**src/rtl/mdu_issue_ctrl.sv**
```systemverilog
// ---------------------------------------------------------------------------
// MdU issue / interlock controller (module mdu_issue_ctrl)
//
// Sits between the EX pipeline register and the multiply/divide unit.  It
// fires a one-cycle start strobe for every MDU instruction that reaches EX,
// keeps its own countdown of how long a multiply or divide occupies the
// unit, and raises stall towards the hazard unit so that a following MDU
// instruction in ID waits until the unit is free.  No issue takes place
// while an exception/interrupt request is being taken.
//
// Parameters:
//   MUL_CYCLES  busy cycles after a mult/multu issue (1..255)
//   DIV_CYCLES  busy cycles after a div/divu issue   (1..255)
//
// Optional feature macro:
//   MDU_REQ_ABORT_EN  when defined, a request taken while the unit is busy
//                     cancels the operation on the next edge.  When not
//                     defined, a busy operation always runs to completion.
//
// Ports:
//   clk        in   clock, rising edge
//   reset      in   asynchronous reset, active low
//   E_valid    in   EX holds a real instruction (not a bubble)
//   E_MDUOp    in   MDU op of the EX instruction
//                   (0 none, 1 mult, 2 multu, 3 div, 4 divu, 5 mfhi,
//                    6 mflo, 7 mthi, 8 mtlo, 9..15 none)
//   D_MDUOp    in   MDU op of the ID instruction, same encoding
//   pipe_hold  in   EX register frozen this cycle by an external stall
//   req        in   exception/interrupt request taken this cycle
//   start      out  issue strobe to the MDU
//   stall      out  freeze PC/IF/ID and bubble EX
//   busy       out  a multiply/divide is in flight
//   remain     out  busy cycles remaining, 0 when idle
// ---------------------------------------------------------------------------
module mdu_issue_ctrl #(
   parameter int MUL_CYCLES = 5,
   parameter int DIV_CYCLES = 10
) (
   input  logic       clk,
   input  logic       reset,
   input  logic       E_valid,
   input  logic [3:0] E_MDUOp,
   input  logic [3:0] D_MDUOp,
   input  logic       pipe_hold,
   input  logic       req,
   output logic       start,
   output logic       stall,
   output logic       busy,
   output logic [7:0] remain
);

   typedef enum logic {
      IDLE = 1'b0,
      BUSY = 1'b1
   } state_t;

   localparam logic [7:0] MUL_LOAD = 8'(MUL_CYCLES);
   localparam logic [7:0] DIV_LOAD = 8'(DIV_CYCLES);

   state_t     state;
   logic [7:0] cnt;
   logic       issued;

   logic       e_is_mdu;
   logic       e_is_muldiv;
   logic       e_is_mul;
   logic       e_is_div;
   logic       d_is_mdu;
   logic       abort;

   // Decode the EX and ID op fields.  Codes 9..15 behave like "no op", so
   // everything here is a plain range compare on the 4-bit encoding.
   always_comb begin
      e_is_mdu    = (E_MDUOp >= 4'd1) && (E_MDUOp <= 4'd8);
      e_is_mul    = (E_MDUOp == 4'd1) || (E_MDUOp == 4'd2);
      e_is_div    = (E_MDUOp == 4'd3) || (E_MDUOp == 4'd4);
      e_is_muldiv = e_is_mul || e_is_div;
      d_is_mdu    = (D_MDUOp >= 4'd1) && (D_MDUOp <= 4'd8);
   end

   // Issue only from IDLE, only once per EX instruction, and never in a
   // cycle where a request is being taken.  The reset term keeps the strobe
   // low while the block is held in reset, since it is not registered.
   always_comb begin
      start = reset && E_valid && e_is_mdu && !req && !issued
              && (state == IDLE);
   end

   // The ID instruction must wait if the unit is already occupied, or if
   // the EX instruction is starting a multi-cycle operation right now.
   // Non-MDU instructions in ID are never held back by this block.
   always_comb begin
      stall = d_is_mdu && ((state == BUSY) || (start && e_is_muldiv));
   end

   // Status outputs come straight from the registered state.
   always_comb begin
      busy   = (state == BUSY);
      remain = cnt;
   end

   // Whether a pending request cancels the current busy window depends on
   // whether the MDU in this build can restart after an exception.
`ifdef MDU_REQ_ABORT_EN
   always_comb begin
      abort = req;
   end
`else
   always_comb begin
      abort = 1'b0;
   end
`endif

   // Occupancy FSM.  IDLE always has cnt==0; BUSY holds 1..255 and counts
   // down, returning to IDLE on the edge where the last busy cycle ends.
   // mfhi/mflo/mthi/mtlo complete in one cycle and leave the FSM in IDLE.
   always_ff @(posedge clk or negedge reset) begin
      if (!reset) begin
         state <= IDLE;
         cnt   <= 8'd0;
      end else begin
         case (state)
            IDLE: begin
               if (start && e_is_mul) begin
                  state <= BUSY;
                  cnt   <= MUL_LOAD;
               end else if (start && e_is_div) begin
                  state <= BUSY;
                  cnt   <= DIV_LOAD;
               end
            end
            BUSY: begin
               if (abort || (cnt == 8'd1)) begin
                  state <= IDLE;
                  cnt   <= 8'd0;
               end else begin
                  cnt <= cnt - 8'd1;
               end
            end
            default: begin
               state <= IDLE;
               cnt   <= 8'd0;
            end
         endcase
      end
   end

   // Remember that the instruction frozen in EX has already fired, so an
   // external stall cannot make it issue a second time.  Any edge where EX
   // is allowed to advance brings in a new instruction and clears the flag.
   always_ff @(posedge clk or negedge reset) begin
      if (!reset) begin
         issued <= 1'b0;
      end else if (!pipe_hold) begin
         issued <= 1'b0;
      end else if (start) begin
         issued <= 1'b1;
      end
   end

endmodule
```
**config.mk**
```make
export PLATFORM = sky130hd
export DESIGN_NAME = mdu_issue_ctrl
export DESIGN_NICKNAME = d
export VERILOG_FILES = /design/src/rtl/mdu_issue_ctrl.sv
export SDC_FILE = /design/constraint.sdc
export NUM_CORES = 1
export LEC_CHECK = 0
export CORE_MARGIN = 1
export CORE_UTILIZATION = 40
export CTS_BUF_LIST = sky130_fd_sc_hd__clkbuf_4
export DETAILED_ROUTE_END_ITERATION = 16
export PLACE_DENSITY = 0.84
export SLEW_MARGIN = 20
export SYNTH_ARGS = -nofsm -noshare
export SYNTH_HDL_FRONTEND = slang
export SYNTH_SLANG_ARGS = --single-unit
```
**constraint.sdc**
```tcl
create_clock -name clk -period 3.6 [get_ports clk]
set_clock_uncertainty 0.15 [all_clocks]
set_input_delay 0.72 -clock clk [delete_from_list [all_inputs] [get_ports clk]]
set_output_delay 0.72 -clock clk [all_outputs]
set_load 0.02 [all_outputs]
```
==> results of run 1 <==
[power by group through the flow]
| stage | Sequential (mW) | Combinational (mW) | Clock (mW) |
|---|---|---|---|
| 3_3_place_gp | 0.216 | 0.314 | 0 |
| 2_1_floorplan | 0.259 | 0.142 | 0 |
| 4_1_cts | 0.217 | 0.329 | 0.0845 |
| 5_1_grt | 0.228 | 0.353 | 0.0885 |
| 3_5_place_dp | 0.219 | 0.328 | 0 |
| 6_report | 0.218 | 0.329 | 0.0817 |
[how the worst min path moves through the flow]
stage | from | to | slack, ps | cells after the start
floorplan | reset | busy | 270 | 0
global placement | issued | issued | 360 | 1
detailed placement | issued | issued | 360 | 1
CTS | issued | issued | 380 | 1
global route | issued | issued | 390 | 1
finish | issued | issued | 380 | 1
[cells in the mapped netlist, drive strengths merged (2+ instances only)]
master and n:
nor3 3, dfrtp 10, o21ai 3, ha 2, nand2 4, xnor2 2
nor2 5, inv 7, a21oi 5, nand3 2, xor2 2
[worst max-delay path: cells and delay by family]
| family | cells | cell delay (ps) |
|---|---|---|
| AOI/OAI and AO/OA | 1 | 120 |
| buffers and inverters | 3 | 1240 |
| and+or+nand+nor | 2 | 480 |
[stage by stage]
step	std cells	hold WS (ps)	worst slack, ps
2_1_floorplan	67	274	895
3_3_place_gp	109	363	209
3_5_place_dp	109	359	213
4_1_cts	113	377	174
5_1_grt	113	393	83.5
6_report	113	375	171
[metal layers]
metal	up-vias	GRT usage [%]
met2	17	37.2
met3	0	3.91
met1	330	22.0
met4	0	8.39
met5	-	0
li1	312	-
[cells in the final DEF, fill, tap and decap left out, drive strengths merged]
cell	n
a211oi	1
a21o	1
a21oi	5
a221oi	1
a22o	1
a31oi	1
a41oi	1
and2	1
and4b	1
buf	3
clkbuf	3
clkdlybuf4s50	23
clkinv	1
dfrtp	10
ha	2
inv	7
mux2i	1
nand2	4
nand3	2
nand4	1
nand4bb	1
nor2	5
nor2b	1
nor3	3
nor4	1
nor4b	1
o21a	1
o21ai	3
o22ai	1
o32a	1
o41a	1
o41ai	1
or3	1
or3b	1
or4	1
xnor2	2
xor2	2
[sequential cells by signal (all words and copies together), names as in the netlist]
register  cells
issued        1
remain        8
busy          1
[layout make-up]
type | count | area, µm² | area share (%)
inverters | 7 | 26.3 | 2.81
flip-flops and latches | 10 | 250 | 26.8
clock buffers | 3 | 22.5 | 2.41
well taps | 16 | 20.0 | 2.14
repair buffers | 26 | 253 | 27.0
clock inverters | 1 | 3.75 | 0.402
multi-input cells | 50 | 359 | 38.4
[cell families (layout without fill, tap and decap cells)]
kind of cell,after synthesis,in the layout
flip-flops,10,10
AND/OR/NAND/NOR,24,24
XOR/XNOR,4,4
adder cells (fa/ha/maj),2,2
AO/OA/AOI/OAI,19,19
buffers and inverters,7,37
multiplexers,1,1
==> metrics.md, run 1 <==
| Metric | Value |
|---|---|
| Initial antenna violation count | `0` |
| Worst reg2reg path startpoint | `remain[5]` |
| Sw frac | `between 40% and 50%` |
| Hold Vio Cnt, Final | `0` |
| DP Area | `908 µm²` |
| RR Endpoint | `remain[3]` |
| Mux cell area share after synthesis | `1.57%` |
| Critical Path Start Type | `input port` |
| Syn Inst Count | `67` |
| Slowest CP cell | `clkdlybuf4s50_1` |
| Nets | `113` |
| Setup CP Type | `input port to output pin` |
| FFs w/ async S/R, synth | `100%` |
| Post-synthesis cell area | `636 µm²` |
| Clock power share | `a little over an eighth` |
| First-pass GRT wire length | `2710 µm` |
| WL per Instance | `between 10 and 15 µm` |
| Post-synthesis sequential area ratio | `39.4%` |
| Area grow syn2layout | `47.0%` |
| Final min period | `3430 ps` |
| Critical Path RT | `2730 ps` |
| Mean post-synth cell area | `between 9 and 10 µm²` |
| Post-cts resize count | `0` |
| Yosys reg bits | `10` |
| Logic pwr share | `52.3%` |
| DRC | `0` |
| Post-DRT Antenna Nets | `0` |
| Vias | `~660` |
| XOR/XNOR Fraction of Synth Area | `5.51%` |
| Power after layout | `about 0.63 mW` |
| Tot GR Track Use | `20.1%` |
| Met1 Wirelength | `667 µm` |
| Root Buffer | `clkbuf_4` |
| CP arrival | `2560 ps` |
| CTS Sinks | `10` |
| Slowest stage delay, CP | `610 ps` |
| Post-synth top area share | `39.4%` |
| Number of H-tree levels | `1` |
| Total die area | `0.00175 mm²` |
| R2R Setup Slk | `1380 ps` |
| Yosys warning count | `0` |
| Simple-gate share of the synthesized area | `22.0%` |
| Inserted Clock Buffers | `3` |
| Syn nets | `82` |
| Initial Util | `42.7%` |
| Cell depth of the worst flop-to-flop path | `4` |
| Initial drt markers | `14` |
| P per Cell Area | `672 mW/mm²` |
| Post-synth EDFFs | `0` |
| Unique masters post-synth | `33` |
| CP startpoint | `E_MDUOp[3]` |
| F_max | `292 MHz` |
| Compound-cell area share of the yosys netlist | `23.4%` |
| Pins Over Slew Limit | `0` |
| # IOs | `24` |
| Lkg Pwr | `around 0.38 nW` |
| CP Cell Sequence | `clkdlybuf4s50_1 -> nor4b_1 -> buf_4 -> a41oi_2 -> nor2_1 -> clkdlybuf4s50_1` |
| I/O Buffers | `23` |
| Int Pwr | `0.362 mW` |
| Filler instances | `127` |
| Ant diodes | `0` |
| Leading area contributor after synthesis | `dfrtp_1` |
| Outcome | `complete, no violations` |
| Met3 wire length | `~53 µm` |
| Setup TNS | `0 ps` |
| Chip width | `41.9 µm` |
| Core ar. | `0.00149 mm²` |
| WL final | `approximately 1600 µm` |
| RSZ-0062 raised after global routing | `no` |
| # Max-Cap Violations | `0` |
| Post-route cell area | `roughly 930 µm²` |
| Worst ir drop on vdd | `between 0.3 and 0.4 mV` |
| Worst setup path endpoint | `stall` |
| Worst min-delay path class | `register to register` |
| Main flop type after synthesis | `dfrtp_1` |
| TritonRoute pass-1 iters | `4` |
| CTS tree | `done` |
| Clock Latency Late Sink | `approximately 270 ps` |
| Fin util | `between 60% and 70%` |
| Total grt overflow | `0` |
| Tcrit/Tclk final | `95.2%` |
| Critical path peak fanout | `3` |
| Vias in the first global route | `657` |
| CTS Buffer Depth | `2` |
| HPWL after DPL | `1240 µm` |
| Die height | `41.9 µm` |
| GPL Wtd Cong | `0.711` |
| Crit path top cell by count | `clkdlybuf4s50_1` |
| Reg power frac | `34.7%` |
| Clk slew on worst S/H paths | `70 ps` |
| Setup Viol. Count Final | `0` |
| DR vias/cell | `5.83` |
| CTS hold repair buffers | `0` |
| Synth area leaders | `dfrtp_1, inv_1, a21oi_1` |
| Post-CTS setup buffer count | `0` |
| CP endpoint kind | `output pin` |
| Least-Margin Pin Slew | `about 760 ps` |
| Synth Area in Adders | `between 3 and 4%` |
| Site Rows | `14` |
| Pin count of the biggest net entering global routing | `12` |
| Ratio of cells with drive above 1 in the final layout | `10.3%` |
| Main combinational cell family by area after synthesis | `compound AO/OA/AOI/OAI gates` |
| NetSw | `0.266 mW` |
| Met2 wire length | `883 µm` |
| Slew margin rel. | `48.9%` |
| DR top layer | `met3` |
(Power assumes the default switching activity.)
==> run 2, diff against run 1 <==
--- a/config.mk
+++ b/config.mk
@@ -5,11 +5,12 @@
 export SDC_FILE = /design/constraint.sdc
 export NUM_CORES = 1
 export LEC_CHECK = 0
+export ABC_AREA = 1
 export CORE_MARGIN = 1
 export CORE_UTILIZATION = 40
 export CTS_BUF_LIST = sky130_fd_sc_hd__clkbuf_4
 export DETAILED_ROUTE_END_ITERATION = 16
-export PLACE_DENSITY = 0.84
+export PLACE_DENSITY = 0.79
 export SLEW_MARGIN = 20
 export SYNTH_ARGS = -nofsm -noshare
 export SYNTH_HDL_FRONTEND = slang
==> metrics.md, run 2 <==
| Metric | Value |
|---|---|
| Post-CTS setup buffer count | `0 (unchanged)` |
| Die height | `47.2 µm (was 41.9 µm)` |
| Initial drt markers | `30 (was 14)` |
| Post-synthesis sequential area ratio | `30.6% (was 39.4%)` |
| Critical Path Start Type | `input port (unchanged)` |
| Critical Path RT | `2730 ps (about the same)` |
| Largest register FFs | `8 (unchanged)` |
| Most numerous cell in the Yosys netlist | `nand2_1 (was dfrtp_1)` |
| WL final | `1940 µm (was 1600 µm)` |
| Area grow syn2layout | `34.8% (was 47.0%)` |
| F_max | `302 MHz (was 292 MHz)` |
| Final min period | `3320 ps (was 3430 ps)` |
| HPWL after DPL | `1490 µm (was 1240 µm)` |
| Pin count of the biggest net entering global routing | `14 (was 12)` |
| # IOs | `24 (unchanged)` |
| DR vias/cell | `4.99 (was 5.83)` |
| Hold Vio Cnt, Final | `0 (unchanged)` |
| Tot GR Track Use | `20.3% (was 20.1%)` |
| CTS Buffer Depth | `2 (unchanged)` |
| Post-synth EDFFs | `0 (unchanged)` |
| Post-DRT Antenna Nets | `0 (unchanged)` |
| CP bufs+invs | `2 (was 3)` |
| Worst Setup Slack post-DPL | `304 ps (was 213 ps)` |
| Main flop type after synthesis | `dfrtp_1 (unchanged)` |
| Most common cell after layout, fill and taps aside | `nand2_1 (was clkdlybuf4s50_1)` |
| Clock Latency Late Sink | `270 ps (about the same)` |
| CTS Sinks | `10 (unchanged)` |
| GPL Wtd Cong | `0.836 (was 0.711)` |
| I/O Buffers | `23 (unchanged)` |
| Vias in the first global route | `813 (was 657)` |
| Hold Worst Slack | `426 ps (was 375 ps)` |
| Critical path peak fanout | `4 (was 3)` |
| Vias | `829 (was 659)` |
| Yosys warning count | `0 (unchanged)` |
| Least-Margin Pin Slew | `587 ps (was 757 ps)` |
| # Max-Cap Violations | `0 (unchanged)` |
| FFs w/ async S/R, synth | `100% (unchanged)` |
| Number of H-tree levels | `1 (unchanged)` |
| CP endpoint kind | `output pin (unchanged)` |
| TritonRoute pass-1 iters | `4 (unchanged)` |
| Post-synth top area share | `30.6% (was 39.4%)` |
| Post-cts resize count | `0 (unchanged)` |
| Slowest stage delay, CP | `610 ps (about the same)` |
| Tcrit/Tclk final | `92.1% (was 95.2%)` |
| Pins Over Slew Limit | `0 (unchanged)` |
| WL per Instance | `11.7 µm (was 14.2 µm)` |
| Cell class contributing the biggest share of worst-path delay | `buffers and inverters (unchanged)` |
| Initial antenna violation count | `0 (unchanged)` |
| Slew margin rel. | `60.8% (was 48.9%)` |
| Synth area leaders | `dfrtp_1, nand2_1, nand3_2 (was dfrtp_1, inv_1, a21oi_1)` |
| Slowest CP cell | `clkdlybuf4s50_1 (unchanged)` |
| Setup TNS | `0 ps (unchanged)` |
| Ant diodes | `0 (unchanged)` |
| Worst min-delay path class | `register to register (unchanged)` |
| Worst Setup Slack, final | `284 ps (was 171 ps)` |
| Filler instances | `166 (was 127)` |
| Worst ir drop on vdd | `0.229 mV (was 0.382 mV)` |
| Inserted Clock Buffers | `3 (unchanged)` |
| Site Rows | `15 (was 14)` |
| Mean post-synth cell area | `7.17 µm² (was 9.49 µm²)` |
| Root Buffer | `clkbuf_4 (unchanged)` |
| Post-synthesis cell area | `817 µm² (was 636 µm²)` |
| Leading area contributor after synthesis | `dfrtp_1 (unchanged)` |
| Chip width | `47.2 µm (was 41.9 µm)` |
| Cells after DPL | `162 (was 109)` |
| CP arrival | `2450 ps (was 2560 ps)` |
| Total grt overflow | `0 (unchanged)` |
| DRC | `0 (unchanged)` |
| Syn nets | `129 (was 82)` |
| Unique masters post-synth | `24 (was 33)` |
| Nets | `157 (was 113)` |
| Synth top cells by count | `nand2_1, inv_1, nor2_1 (was dfrtp_1, inv_1, a21oi_1, nor2_1, nand2_1)` |
| Power after layout | `0.225 mW (was 0.628 mW)` |
| Crit. path cell count | `7 (was 6)` |
| Outcome | `complete, no violations (unchanged)` |
| Commonest non-fill, non-tap cells in the layout | `nand2_1, clkdlybuf4s50_1, inv_1 (was clkdlybuf4s50_1, dfrtp_1, inv_1)` |
| P per Cell Area | `204 mW/mm² (was 672 mW/mm²)` |
| RSZ-0062 raised after global routing | `no (unchanged)` |
| Initial Util | `44.9% (was 42.7%)` |
| Clk slew on worst S/H paths | `70 ps (about the same)` |
| Cell depth of the worst flop-to-flop path | `8 (was 4)` |
| Core ar. | `0.00182 mm² (was 0.00149 mm²)` |
| Setup Viol. Count Final | `0 (unchanged)` |
| Cells on Worst Hold Path | `2 (was 1)` |
| Lkg Pwr | `0.504 nW (was 0.383 nW)` |
| Setup CP Type | `input port to output pin (unchanged)` |
| CTS hold repair buffers | `0 (unchanged)` |
| First-pass GRT wire length | `3250 µm (was 2710 µm)` |
| Ratio of cells with drive above 1 in the final layout | `14.2% (was 10.3%)` |
| Syn Inst Count | `114 (was 67)` |
| Yosys reg bits | `10 (unchanged)` |
| Final cell count without fillers | `166 (was 113)` |
| Total die area | `0.00223 mm² (was 0.00175 mm²)` |
| CP Cell Sequence | `clkdlybuf4s50_1 -> nor2_1 -> nand3_1 -> nand3_1 -> nand3_2 -> a21oi_4 -> clkdlybuf4s50_1 (was clkdlybuf4s50_1 -> nor4b_1 -> buf_4 -> a41oi_2 -> nor2_1 -> clkdlybuf4s50_1)` |
| CTS tree | `done (unchanged)` |
[run 2: cell count changes in the layout (fill, tap and decap cells not counted), sizes merged, moves of 2 or more]
cell,change
nand2,+27
nand3,+16
inv,+11
nor2,+9
nand4,+5
a21oi,-3
a21boi,+2
nor3,-2
[run 2: logic make-up after synthesis]
group / Yosys count / synth area share, %
AND/OR/NAND/NOR: 72 / 46.4
buffers and inverters: 20 / 10.6
flip-flops: 10 / 30.6
AO/OA/AOI/OAI: 8 / 7.20
XOR/XNOR: 2 / 2.14
adder cells (fa/ha/maj): 2 / 3.06
[run 2: per-stage QoR]
step | cell area (µm²) | utilization, %
3_5_place_dp | 1070 | 59.0
3_3_place_gp | 1070 | 59.0
6_report | 1100 | 60.5
5_1_grt | 1100 | 60.5
4_1_cts | 1100 | 60.5
2_1_floorplan | 817 | -
[run 2: cell type report]
class                   count  area [µm²]  share of cell area, %
clock buffers               3        22.5                   2.05
clock inverters             1        3.75                  0.341
inverters                  18        67.6                   6.14
multi-input cells          84         480                   43.6
flip-flops and latches     10         250                   22.7
well taps                  25        31.3                   2.84
repair buffers             25         245                   22.3
[run 2: path summary, 6_finish.rpt]
path	to	start	slack, ps
worst max-delay path	stall	E_MDUOp[3]	280
worst min-delay path	issued	issued	430
worst max register to register	remain[1]	busy	1740
worst min register to register	issued	issued	430
max in group asynchronous	remain[7]	reset	2490
min in group asynchronous	issued	reset	660
[run 2: metal layers]
| layer | GRT usage (%) | vias to the layer above | wire (µm) |
|---|---|---|---|
| met5 | 0 | - | 0 |
| met4 | 5.14 | 0 | 8 |
| met3 | 6.15 | 2 | 125 |
| met2 | 35.3 | 31 | 953 |
| met1 | 24.2 | 375 | 853 |
| li1 | - | 421 | - |
[run 2: worst min-delay path: cells and delay by family (launching register included)]
| kind | cells | cell delay, ps |
|---|---|---|
| buffers and inverters | 1 | 90 |
| flip-flops | 1 | 360 |
| AO/OA/AOI/OAI | 1 | 90 |
[run 2: power breakdown]
part | switching, mW | leakage (nW) | internal [mW]
sequential | 0.00000000000000000513 | 0.110 | 0.112
combinational | 0.0140 | 0.379 | 0.0181
clock | 0.0403 | 0.0154 | 0.0401
total | 0.0543 | 0.504 | 0.170
